==> src/rtl/top_chip_conv_pkg.sv <==
// Shared types and helpers for the top_chip_conv convolution engine.
//   state_t           : FSM encoding (IDLE, FETCH, EMIT)
//   IO_DATA_WIDTH     : signed operand/result width
//   ACCUMULATION_WIDTH: signed accumulator width
//   cw()              : index width helper, never below 1 bit
//   sat16()           : saturate an accumulator value to the signed IO range
package top_chip_conv_pkg;

   localparam int unsigned IO_DATA_WIDTH      = 16;
   localparam int unsigned ACCUMULATION_WIDTH = 32;

   typedef enum logic [1:0] {
      IDLE  = 2'd0,
      FETCH = 2'd1,
      EMIT  = 2'd2
   } state_t;

   // Width of an index into n entries; a 1-entry range still gets one bit.
   function automatic int unsigned cw(input int unsigned n);
      return (n > 1) ? $clog2(n) : 1;
   endfunction

   // In range when every bit above the IO sign bit matches the sign.
   function automatic logic signed [IO_DATA_WIDTH-1:0] sat16(
      input logic signed [ACCUMULATION_WIDTH-1:0] v
   );
      logic [ACCUMULATION_WIDTH-IO_DATA_WIDTH:0] upper;
      upper = v[ACCUMULATION_WIDTH-1:IO_DATA_WIDTH-1];
      if ((upper == '0) || (upper == '1)) begin
         return v[IO_DATA_WIDTH-1:0];
      end else if (v[ACCUMULATION_WIDTH-1]) begin
         return {1'b1, {(IO_DATA_WIDTH-1){1'b0}}};
      end else begin
         return {1'b0, {(IO_DATA_WIDTH-1){1'b1}}};
      end
   endfunction

endpackage

==> src/rtl/top_chip_conv_mac.sv <==
// Single multiply-accumulate unit for top_chip_conv.
//   clk, rst_in : clock, synchronous active-high reset
//   clear       : zero the accumulator (start of a new output)
//   en          : accumulate a*b this cycle
//   a, b        : signed operands
//   acc         : accumulator register
//   acc_nxt_c   : combinational next accumulator value
module conv_mac
   import top_chip_conv_pkg::*;
(
   input  logic                                 clk,
   input  logic                                 rst_in,
   input  logic                                 clear,
   input  logic                                 en,
   input  logic signed [IO_DATA_WIDTH-1:0]      a,
   input  logic signed [IO_DATA_WIDTH-1:0]      b,
   output logic signed [ACCUMULATION_WIDTH-1:0] acc,
   output logic signed [ACCUMULATION_WIDTH-1:0] acc_nxt_c
);

   logic signed [ACCUMULATION_WIDTH-1:0] acc_q;
   logic signed [ACCUMULATION_WIDTH-1:0] prod;

   // Sign-extended operands give the exact product modulo 2^ACC.
   assign prod = ACCUMULATION_WIDTH'(a) * ACCUMULATION_WIDTH'(b);

   // Next accumulator: clear wins, otherwise wrap-around add.
   always_comb begin
      acc_nxt_c = acc_q;
      if (clear) begin
         acc_nxt_c = '0;
      end else if (en) begin
         acc_nxt_c = acc_q + prod;
      end
   end

   always_ff @(posedge clk) begin
      if (rst_in) begin
         acc_q <= '0;
      end else begin
         acc_q <= acc_nxt_c;
      end
   end

   assign acc = acc_q;

endmodule

==> src/rtl/top_chip_conv.sv <==
// Sequential single-MAC 2-D "same" convolution engine.
// One output pixel/channel at a time; one MAC per joint a/b handshake.
// Output order: y, x, co (inner). Tap order: ky, kx, ci (inner).
// Out-of-bounds taps are skipped without costing a cycle.
// Ports:
//   clk, rst_in            : clock, synchronous active-high reset
//   start / running        : start pulse (IDLE only) / busy flag
//   a_* / b_*              : activation / weight streams, joint handshake
//   out, output_valid      : saturated result and 1-cycle strobe
//   output_x/_y/_ch        : coordinates of the result
//   ext_mem_*              : write-back port; read side unused
// Build option OUT_WRITEBACK_EN: write the unsaturated accumulator to
// ext_mem at co + OC*(x + W*y) in the EMIT cycle; otherwise the write
// port is held at zero.
module top_chip_conv
   import top_chip_conv_pkg::*;
#(
   parameter int unsigned EXT_MEM_HEIGHT     = 1 << 20,
   parameter int unsigned FEATURE_MAP_WIDTH  = 1024,
   parameter int unsigned FEATURE_MAP_HEIGHT = 1024,
   parameter int unsigned INPUT_NB_CHANNELS  = 64,
   parameter int unsigned OUTPUT_NB_CHANNELS = 64,
   parameter int unsigned KERNEL_SIZE        = 3
) (
   input  logic                                    clk,
   input  logic                                    rst_in,
   output logic [cw(EXT_MEM_HEIGHT)-1:0]           ext_mem_read_addr,
   input  logic [ACCUMULATION_WIDTH-1:0]           ext_mem_qout,
   output logic [cw(EXT_MEM_HEIGHT)-1:0]           ext_mem_write_addr,
   output logic [ACCUMULATION_WIDTH-1:0]           ext_mem_din,
   output logic                                    ext_mem_write_en,
   input  logic signed [IO_DATA_WIDTH-1:0]         a_input,
   input  logic                                    a_valid,
   output logic                                    a_ready,
   input  logic signed [IO_DATA_WIDTH-1:0]         b_input,
   input  logic                                    b_valid,
   output logic                                    b_ready,
   output logic signed [IO_DATA_WIDTH-1:0]         out,
   output logic                                    output_valid,
   output logic [cw(FEATURE_MAP_WIDTH)-1:0]        output_x,
   output logic [cw(FEATURE_MAP_HEIGHT)-1:0]       output_y,
   output logic [cw(OUTPUT_NB_CHANNELS)-1:0]       output_ch,
   input  logic                                    start,
   output logic                                    running
);

   localparam int unsigned AW = cw(EXT_MEM_HEIGHT);
   localparam int unsigned XW = cw(FEATURE_MAP_WIDTH);
   localparam int unsigned YW = cw(FEATURE_MAP_HEIGHT);
   localparam int unsigned CW = cw(OUTPUT_NB_CHANNELS);
   localparam int unsigned IW = cw(INPUT_NB_CHANNELS);
   localparam int unsigned KK = KERNEL_SIZE * KERNEL_SIZE;
   localparam int unsigned TW = cw(KK);
   localparam int KI = int'(KERNEL_SIZE);
   localparam int WI = int'(FEATURE_MAP_WIDTH);
   localparam int HI = int'(FEATURE_MAP_HEIGHT);

   state_t                          state_q, state_d;
   logic [XW-1:0]                   x_q, x_d;
   logic [YW-1:0]                   y_q, y_d;
   logic [CW-1:0]                   co_q, co_d;
   logic [IW-1:0]                   ci_q, ci_d;
   logic [TW-1:0]                   tap_q, tap_d;
   logic signed [IO_DATA_WIDTH-1:0] out_q, out_d;
   logic                            ov_q, ov_d;
   logic [XW-1:0]                   ox_q, ox_d;
   logic [YW-1:0]                   oy_q, oy_d;
   logic [CW-1:0]                   och_q, och_d;
   logic                            running_q, running_d;

   logic                                 hs_c;
   logic                                 mac_clear;
   logic signed [ACCUMULATION_WIDTH-1:0] acc;
   logic signed [ACCUMULATION_WIDTH-1:0] acc_nxt_c;
   int                                   eff_tap;
   logic                                 more_taps;
   logic                                 last_out;
   logic                                 unused_qout;

`ifdef OUT_WRITEBACK_EN
   logic                          wr_en_q, wr_en_d;
   logic [AW-1:0]                 wr_addr_q, wr_addr_d;
   logic [ACCUMULATION_WIDTH-1:0] din_q, din_d;
`endif

   // Tap t = ky*K + kx lands inside the input map for output (x, y).
   function automatic logic tap_in(input int t, input int x, input int y);
      int ix;
      int iy;
      ix = x + (t % KI) - (KI / 2);
      iy = y + (t / KI) - (KI / 2);
      return (ix >= 0) && (ix < WI) && (iy >= 0) && (iy < HI);
   endfunction

   assign hs_c    = (state_q == FETCH) && a_valid && b_valid;
   assign a_ready = hs_c;
   assign b_ready = hs_c;

   conv_mac u_mac (
      .clk       (clk),
      .rst_in    (rst_in),
      .clear     (mac_clear),
      .en        (hs_c),
      .a         (a_input),
      .b         (b_input),
      .acc       (acc),
      .acc_nxt_c (acc_nxt_c)
   );

   // Current in-bounds tap at or after tap_q, and whether another follows.
   always_comb begin
      logic found;
      found     = 1'b0;
      eff_tap   = int'(tap_q);
      more_taps = 1'b0;
      for (int t = 0; t < int'(KK); t++) begin
         if (!found && (t >= int'(tap_q)) && tap_in(t, int'(x_q), int'(y_q))) begin
            eff_tap = t;
            found   = 1'b1;
         end
      end
      for (int t = 0; t < int'(KK); t++) begin
         if ((t > eff_tap) && tap_in(t, int'(x_q), int'(y_q))) begin
            more_taps = 1'b1;
         end
      end
   end

   assign last_out = (co_q == CW'(OUTPUT_NB_CHANNELS - 1)) &&
                     (x_q == XW'(FEATURE_MAP_WIDTH - 1)) &&
                     (y_q == YW'(FEATURE_MAP_HEIGHT - 1));

   // Next-state, counters and registered outputs.
   always_comb begin
      state_d   = state_q;
      x_d       = x_q;
      y_d       = y_q;
      co_d      = co_q;
      ci_d      = ci_q;
      tap_d     = tap_q;
      out_d     = out_q;
      ov_d      = 1'b0;
      ox_d      = ox_q;
      oy_d      = oy_q;
      och_d     = och_q;
      mac_clear = 1'b0;
`ifdef OUT_WRITEBACK_EN
      wr_en_d   = 1'b0;
      wr_addr_d = wr_addr_q;
      din_d     = din_q;
`endif
      unique case (state_q)
         IDLE: begin
            if (start) begin
               state_d   = FETCH;
               mac_clear = 1'b1;
            end
         end
         FETCH: begin
            tap_d = TW'(eff_tap);
            if (hs_c) begin
               if (ci_q == IW'(INPUT_NB_CHANNELS - 1)) begin
                  ci_d = '0;
                  if (more_taps) begin
                     tap_d = TW'(eff_tap + 1);
                  end else begin
                     // Last tap: result is visible the cycle we sit in EMIT.
                     tap_d   = '0;
                     state_d = EMIT;
                     ov_d    = 1'b1;
                     out_d   = sat16(acc_nxt_c);
                     ox_d    = x_q;
                     oy_d    = y_q;
                     och_d   = co_q;
`ifdef OUT_WRITEBACK_EN
                     wr_en_d   = 1'b1;
                     wr_addr_d = AW'(co_q) + AW'(OUTPUT_NB_CHANNELS) *
                                 (AW'(x_q) + AW'(FEATURE_MAP_WIDTH) * AW'(y_q));
                     din_d     = acc_nxt_c;
`endif
                  end
               end else begin
                  ci_d = ci_q + IW'(1);
               end
            end
         end
         EMIT: begin
            mac_clear = 1'b1;
            state_d   = last_out ? IDLE : FETCH;
            if (co_q == CW'(OUTPUT_NB_CHANNELS - 1)) begin
               co_d = '0;
               if (x_q == XW'(FEATURE_MAP_WIDTH - 1)) begin
                  x_d = '0;
                  y_d = (y_q == YW'(FEATURE_MAP_HEIGHT - 1)) ? '0 : y_q + YW'(1);
               end else begin
                  x_d = x_q + XW'(1);
               end
            end else begin
               co_d = co_q + CW'(1);
            end
         end
         default: state_d = IDLE;
      endcase
      running_d = (state_d != IDLE);
   end

   always_ff @(posedge clk) begin
      if (rst_in) begin
         state_q   <= IDLE;
         x_q       <= '0;
         y_q       <= '0;
         co_q      <= '0;
         ci_q      <= '0;
         tap_q     <= '0;
         out_q     <= '0;
         ov_q      <= 1'b0;
         ox_q      <= '0;
         oy_q      <= '0;
         och_q     <= '0;
         running_q <= 1'b0;
      end else begin
         state_q   <= state_d;
         x_q       <= x_d;
         y_q       <= y_d;
         co_q      <= co_d;
         ci_q      <= ci_d;
         tap_q     <= tap_d;
         out_q     <= out_d;
         ov_q      <= ov_d;
         ox_q      <= ox_d;
         oy_q      <= oy_d;
         och_q     <= och_d;
         running_q <= running_d;
      end
   end

`ifdef OUT_WRITEBACK_EN
   always_ff @(posedge clk) begin
      if (rst_in) begin
         wr_en_q   <= 1'b0;
         wr_addr_q <= '0;
         din_q     <= '0;
      end else begin
         wr_en_q   <= wr_en_d;
         wr_addr_q <= wr_addr_d;
         din_q     <= din_d;
      end
   end

   assign ext_mem_write_en   = wr_en_q;
   assign ext_mem_write_addr = wr_addr_q;
   assign ext_mem_din        = din_q;
`else
   assign ext_mem_write_en   = 1'b0;
   assign ext_mem_write_addr = '0;
   assign ext_mem_din        = '0;
`endif

   assign ext_mem_read_addr = '0;
   assign unused_qout       = ^ext_mem_qout;

   assign out          = out_q;
   assign output_valid = ov_q;
   assign output_x     = ox_q;
   assign output_y     = oy_q;
   assign output_ch    = och_q;
   assign running      = running_q;

endmodule

==> config.mk <==
export PLATFORM = sky130hd
export DESIGN_NAME = top_chip_conv
export DESIGN_NICKNAME = d
export VERILOG_FILES = /design/src/rtl/top_chip_conv_pkg.sv /design/src/rtl/top_chip_conv_mac.sv /design/src/rtl/top_chip_conv.sv
export SDC_FILE = /design/constraint.sdc
export NUM_CORES = 1
export LEC_CHECK = 0
export CORE_UTILIZATION = 40
export CTS_CLUSTER_SIZE = 14
export DETAILED_ROUTE_END_ITERATION = 16
export PLACE_DENSITY = 0.69
export SLEW_MARGIN = 20
export SYNTH_ARGS = -nofsm -noshare
export SYNTH_HDL_FRONTEND = slang
export SYNTH_SLANG_ARGS = --single-unit
==> constraint.sdc <==
create_clock -name clk -period 9.05 [get_ports clk]
set_input_delay 0.905 -clock clk [delete_from_list [all_inputs] [get_ports clk]]
set_output_delay 0.905 -clock clk [all_outputs]
set_load 0.02 [all_outputs]
==> flow_summary.yaml, run 1 <==
status:
  status: "completed"
routing:
  drtIter0Drc: 634
  vias: 12400
  drt_first_pass_iters: 5
  wl_per_cell_um: 15.0
  vias_per_cell: 4.97
  post-route-drc-count: 0
  ant_nets: 0
  drt_wl_total_mm: 37.4
sta:
  post-route-min-period_ns: 8.29
  worst_slew_pin_slew_ns: 1.05
  period_share_pct: 91.6
  maxSlewViolCount: 0
  rsz0062_at_grt: "false"
  clock_skew_ns: 0.0172
  setup_viol: 0
  max_freq_ghz: 0.121
  fin_tns_setup_ns: 0
  fin_ws_ns: 0.762
  hold_viol_final: 0
  slew_headroom_pct: 29.9
finish:
  fin_area_um2: 18400
  drive_gt1_share_pct: 5.37
  antennaDiodeCount: 0
  mostFrequentLayoutCells: "nand2_1, fa_1, inv_1, dfxtp_1, ha_1"
  area_growth_pct: 11.6
  layout.cells.non_filler: 2487
  final_common_cell: "nand2_1"
  nets: 2412
worst_setup_path:
  reg2reg_from: "u_mac.acc[15]"
  reg2reg_slack_ns: 2.61
  endpoint_kind: "flip-flop"
  arrival_ns: 8.61
  critPathRequiredTime_ns: 9.37
  cp_max_fo: 13
  r2r_end: "out[3]"
  worst-setup-path-type: "primary input to flip-flop"
  worstRegToRegCells: 22
  cp-start-kind: "primary input"
grt:
  grt_start_max_net_pins: 86
  grt_overflow_total: 0
  grt_pass1_wl_mm: 66.2
  antenna_found_initial: 0
  grt_pass1_vias: 13400
  grt_usage_pct: 19.5
synth:
  syn_avg_cell_area_um2: 8.78
  synth_top_cell_area_share_pct: 35.5
  yosysUniqueCellTypes: 74
  synth-edff-count: 0
  synth_top_area_cell: "fa_1"
  ys_seq_area_share_pct: 13.8
  syn_inst: 1877
  synth_ff_type: "dfxtp_1"
  ys_ff_latch: 114
  yosys_warnings: 0
  syn_area_um2: 16500
  synthTopCellsByArea: "fa_1, dfxtp_1, ha_1"
  ys_async_sr_fraction_pct: 0
hold_path:
  min-delay-start: "output_ch[4]"
  hold_path_depth: 2
  holdPathEnd: "output_ch[4]"
  hold_path_class: "flip-flop to flip-flop"
placement:
  dpl_worst_slack_ns: 0.372
  io_buffers: 82
  gp_congestion: 0.905
  hpwl_mm: 31.5
  dpl-instance-area_um2: 17700
  dp_cells: 2455
cts:
  cts_num_sinks: 114
  root_buffer: "clkbuf_16"
  post-cts-setup-buffer-count: 0
  cts_made_buffers: 17
  clock_latency_ns: 0.43
  hold_buffers: 0
  cts_tree: "done"
  clk_path_buf_depth: 2
  cts-htree-levels: 4
  cts_resized: 0
  clk_pin_slew_ns: 0.05
flow_run:
  maxCapViolCount: 0
floorplan:
  die_y_um: 205
  rows: 74
  io_pins: 188
  die_width_um: 205
  dieArea_um2: 42000
  floorplan.initialDensity_pct: 40.5
  core_area_um2: 40700
## worst max-delay path, stage by stage
cell	delay (ns)
clkdlybuf4s50_1	0.84
nand2_1	0.14
fa_1	0.50
inv_1	0.06
fa_1	0.53
inv_1	0.05
fa_1	0.50
inv_1	0.05
fa_1	0.48
inv_1	0.07
fa_1	0.55
inv_1	0.06
fa_1	0.48
ha_1	0.45
nand2_1	0.09
o21ai_1	0.27
a22oi_2	0.19
nor2_2	0.18
o21ai_2	0.15
or4_1	0.47
and3_1	0.19
or4b_1	0.51
o22ai_2	0.30
buf_4	0.24
nand2_1	0.08
a211oi_1	0.24
## state kept, by name (all words and copies together) (netlist names)
name / cells
ci_q: 6
co_q: 6
out: 16
output_ch: 6
output_valid: 1
output_x: 10
output_y: 10
running: 1
state_q: 2
tap_q: 4
u_mac.acc: 32
x_q: 10
y_q: 10
## worst max-delay path by stage
| stage | slack, ns | endpoint | start | cells after the start |
|---|---|---|---|---|
| 2_1_floorplan | 1.38 | out[10] | b_input[1] | 25 |
| 3_3_place_gp | 0.44 | out[0] | b_input[7] | 27 |
| 3_5_place_dp | 0.37 | out[3] | b_input[9] | 23 |
| 4_1_cts | 0.80 | out[3] | a_input[15] | 22 |
| 5_1_grt | 0.33 | out[0] | a_input[15] | 24 |
| 6_report | 0.76 | out[3] | a_input[9] | 26 |
## through the flow
stage	hold WS, ns	util, %
5_1_grt	0.467	45.2
3_5_place_dp	0.446	43.4
2_1_floorplan	0.457	-
6_report	0.453	45.2
4_1_cts	0.457	45.2
3_3_place_gp	0.445	43.4
## synth_stat cells (19+ instances only)
| master | n |
|---|---|
| a21oi_1 | 84 |
| nand3_1 | 19 |
| nand2_1 | 312 |
| nand4_1 | 24 |
| nor3_1 | 26 |
| dfxtp_1 | 114 |
| clkbuf_1 | 64 |
| buf_4 | 75 |
| and2_1 | 98 |
| inv_1 | 291 |
| fa_1 | 292 |
| ha_1 | 109 |
| o21ai_0 | 25 |
| nand2b_1 | 20 |
| xor2_1 | 27 |
| nor2_1 | 88 |
| xnor2_1 | 32 |
## layer usage
layer	global-route usage, %	wire (µm)
met5	0	0
met4	4.79	615
met3	2.80	1770
met2	33.8	18600
met1	25.5	16400
## cells by family (layout without fill, tap and decap cells)
group	Yosys count	count (layout)	synth area share [%]
DFF	114	114	13.8
and+or+nand+nor	642	642	18.2
xor gates and xnor gates	59	59	3.13
muxes	5	5	0.311
other	1	73	0.0227
adders and majority gates	401	401	43.7
AOI/OAI and AO/OA	212	212	8.80
buffers and inverters	443	449	12.0
## area by class of cell
class / count / area (µm²)
Fill cell: 3945 / 22300
Sequential cell: 114 / 2280
Tap cell: 532 / 666
Clock inverter: 9 / 198
Multi-Input combinational cell: 1392 / 12500
Inverter: 291 / 1090
Timing Repair Buffer: 126 / 1150
Clock buffer: 23 / 498
Power of run 1 is not shown: default switching activity piles up to over one toggle a cycle in this logic, so the estimate is an artifact.
==> run 2: changes to the inputs <==
--- a/config.mk
+++ b/config.mk
@@ -5,10 +5,12 @@
 export SDC_FILE = /design/constraint.sdc
 export NUM_CORES = 1
 export LEC_CHECK = 0
+export ABC_AREA = 1
 export CORE_UTILIZATION = 40
 export CTS_CLUSTER_SIZE = 14
 export DETAILED_ROUTE_END_ITERATION = 16
 export PLACE_DENSITY = 0.69
+export REMOVE_ABC_BUFFERS = 1
 export SLEW_MARGIN = 20
 export SYNTH_ARGS = -nofsm -noshare
 export SYNTH_HDL_FRONTEND = slang
==> flow_summary.yaml, run 2 <==
status:
  status: "completed"
sta:
  rsz0062_at_grt: "false"
  maxSlewViolCount: 0
  slew_headroom_pct: 36.4
  setup_viol: 0
  clock_skew_ns: 0.0122
  fin_ws_ns: 1.06
  worst_slew_pin_slew_ns: 0.951
  hold_viol_final: 0
  period_share_pct: 88.3
  fin_tns_setup_ns: 0
  post-route-min-period_ns: 7.99
  max_freq_ghz: 0.125
finish:
  area_growth_pct: 9.10
  mostFrequentLayoutCells: "nand2_1, inv_1, fa_1, nor2_1, dfxtp_1"
  nets: 2912
  antennaDiodeCount: 0
  final_common_cell: "nand2_1"
  final_core_util_pct: 44.5
  nFillCells: 4397
  layout.cells.non_filler: 3040
  largest_register_ffs: 32
  drive_gt1_share_pct: 4.68
synth:
  yosys_warnings: 0
  syn_inst: 2402
  synth_ff_type: "dfxtp_1"
  synth_top_cell_area_share_pct: 33.1
  synth-edff-count: 0
  syn_area_um2: 17700
  synth_top_area_cell: "fa_1"
  netlist_top_cells_count: "nand2_1, inv_1, fa_1, nor2_1, dfxtp_1"
  ys_ff_latch: 114
  synthTopCellsByArea: "fa_1, nand2_1, dfxtp_1"
  yosysUniqueCellTypes: 46
  ys_async_sr_fraction_pct: 0
  ys_seq_area_share_pct: 12.9
  syn_avg_cell_area_um2: 7.36
  post-synth-top-count-cell: "nand2_1"
worst_setup_path:
  cp-start-kind: "primary input"
  critPathRequiredTime_ns: 9.33
  cp-startpoint: "b_input[3]"
  cp_max_fo: 16
  arrival_ns: 8.27
  worst-setup-path-type: "primary input to flip-flop"
  endpoint_kind: "flip-flop"
  reg2reg_from: "u_mac.acc[15]"
cts:
  clock_latency_ns: 0.43
  root_buffer: "clkbuf_16"
  cts_made_buffers: 17
  cts_tree: "done"
  clk_pin_slew_ns: 0.06
  clk_path_buf_depth: 2
  cts_num_sinks: 114
  hold_buffers: 0
  post-cts-setup-buffer-count: 0
  cts-htree-levels: 4
  cts_resized: 0
routing:
  drt_wl_total_mm: 41.8
  ant_nets: 0
  wl_per_cell_um: 13.8
  vias: 14200
  vias_per_cell: 4.67
  drt_first_pass_iters: 5
  post-route-drc-count: 0
  drtIter0Drc: 807
placement:
  gp_congestion: 0.956
  dpl_worst_slack_ns: 0.648
  hpwl_mm: 35.1
  dp_cells: 3008
  io_buffers: 82
grt:
  grt_pass1_wl_mm: 73.1
  grt_usage_pct: 20.1
  grt_overflow_total: 0
  grt_start_max_net_pins: 59
  grt_pass1_vias: 14800
  antenna_found_initial: 0
floorplan:
  die_width_um: 212
  die_y_um: 212
  dieArea_um2: 45100
  rows: 76
  floorplan.initialDensity_pct: 40.8
  core_area_um2: 43400
  io_pins: 188
flow_run:
  maxCapViolCount: 0
hold_path:
  hold_path_class: "flip-flop to flip-flop"
  min-delay-start: "out[15]"
[run 2: changes by cell type after synthesis, moves of 13 or more]
cell,delta
xnor2_1,-22
nor2_1,+84
xor2_1,-18
nand2_1,+338
a21oi_1,-13
nand3_1,+65
inv_1,+285
and2_1,-94
nand2b_1,-20
or2_2,+22
[run 2: final cells by class]
class | count | area, µm² | share of cell area (%)
timing repair buffer | 99 | 943 | 4.89
inverter | 586 | 2200 | 11.4
clock inverter | 15 | 164 | 0.849
multi-input combinational | 1624 | 12500 | 65.0
clock buffer | 17 | 425 | 2.20
sequential | 114 | 2280 | 11.8
tap | 585 | 732 | 3.79
[run 2: final timing paths]
check | to | slack (ns) | cells past startpoint
max reg2reg | out[4] | 3.30 | 25
min reg2reg | out[15] | 0.47 | 2
max | out[4] | 1.06 | 27
min | out[15] | 0.47 | 2
[run 2: through the flow]
stage	cell area, µm²	hold WS (ns)
floorplan	17000	0.454
global placement	18700	0.455
detailed placement	18700	0.461
CTS	19300	0.472
global route	19300	0.510
finish	19300	0.469
[run 2: kinds of logic (layout without fill, tap and decap cells)]
logic type	Yosys count	in the layout	synth area share, %
AND/OR/NAND/NOR	1020	1020	24.2
flip-flops	114	114	12.9
AO/OA/AOI/OAI	111	111	3.52
buffers and inverters	736	717	17.7
other	1	73	0.0212
adder cells (fa/ha/maj)	401	401	40.8
XOR/XNOR	19	19	0.941
[run 2: critical path, cell delays in order]
cell             delay [ns]
clkdlybuf4s50_1        0.94
nand2_1                0.11
inv_1                  0.12
fa_1                   0.52
fa_1                   0.54
buf_4                  0.19
inv_1                  0.14
fa_1                   0.67
inv_1                  0.10
fa_1                   0.51
fa_1                   0.52
fa_1                   0.50
ha_1                   0.41
nand2_1                0.12
nor3_1                 0.36
and2_1                 0.19
nand2_1                0.10
nand3_1                0.10
nand3_1                0.09
nand2_1                0.14
nand2_1                0.07
nor2_1                 0.09
nand2_1                0.05
nor2_1                 0.11
nor2_1                 0.08
nor2_4                 0.42
a21oi_1                0.14
[run 2: metal layers]
metal	vias up	share of wire [%]	wire length, µm	track usage [%]
met2	327	49	20400	34.1
met4	0	0.89	372	3.55
met1	6897	45	18800	27.5
met3	31	5.4	2270	2.91
met5	-	0	0	0
li1	6945	-	-	-
Power of run 2 is left out for the same reason.
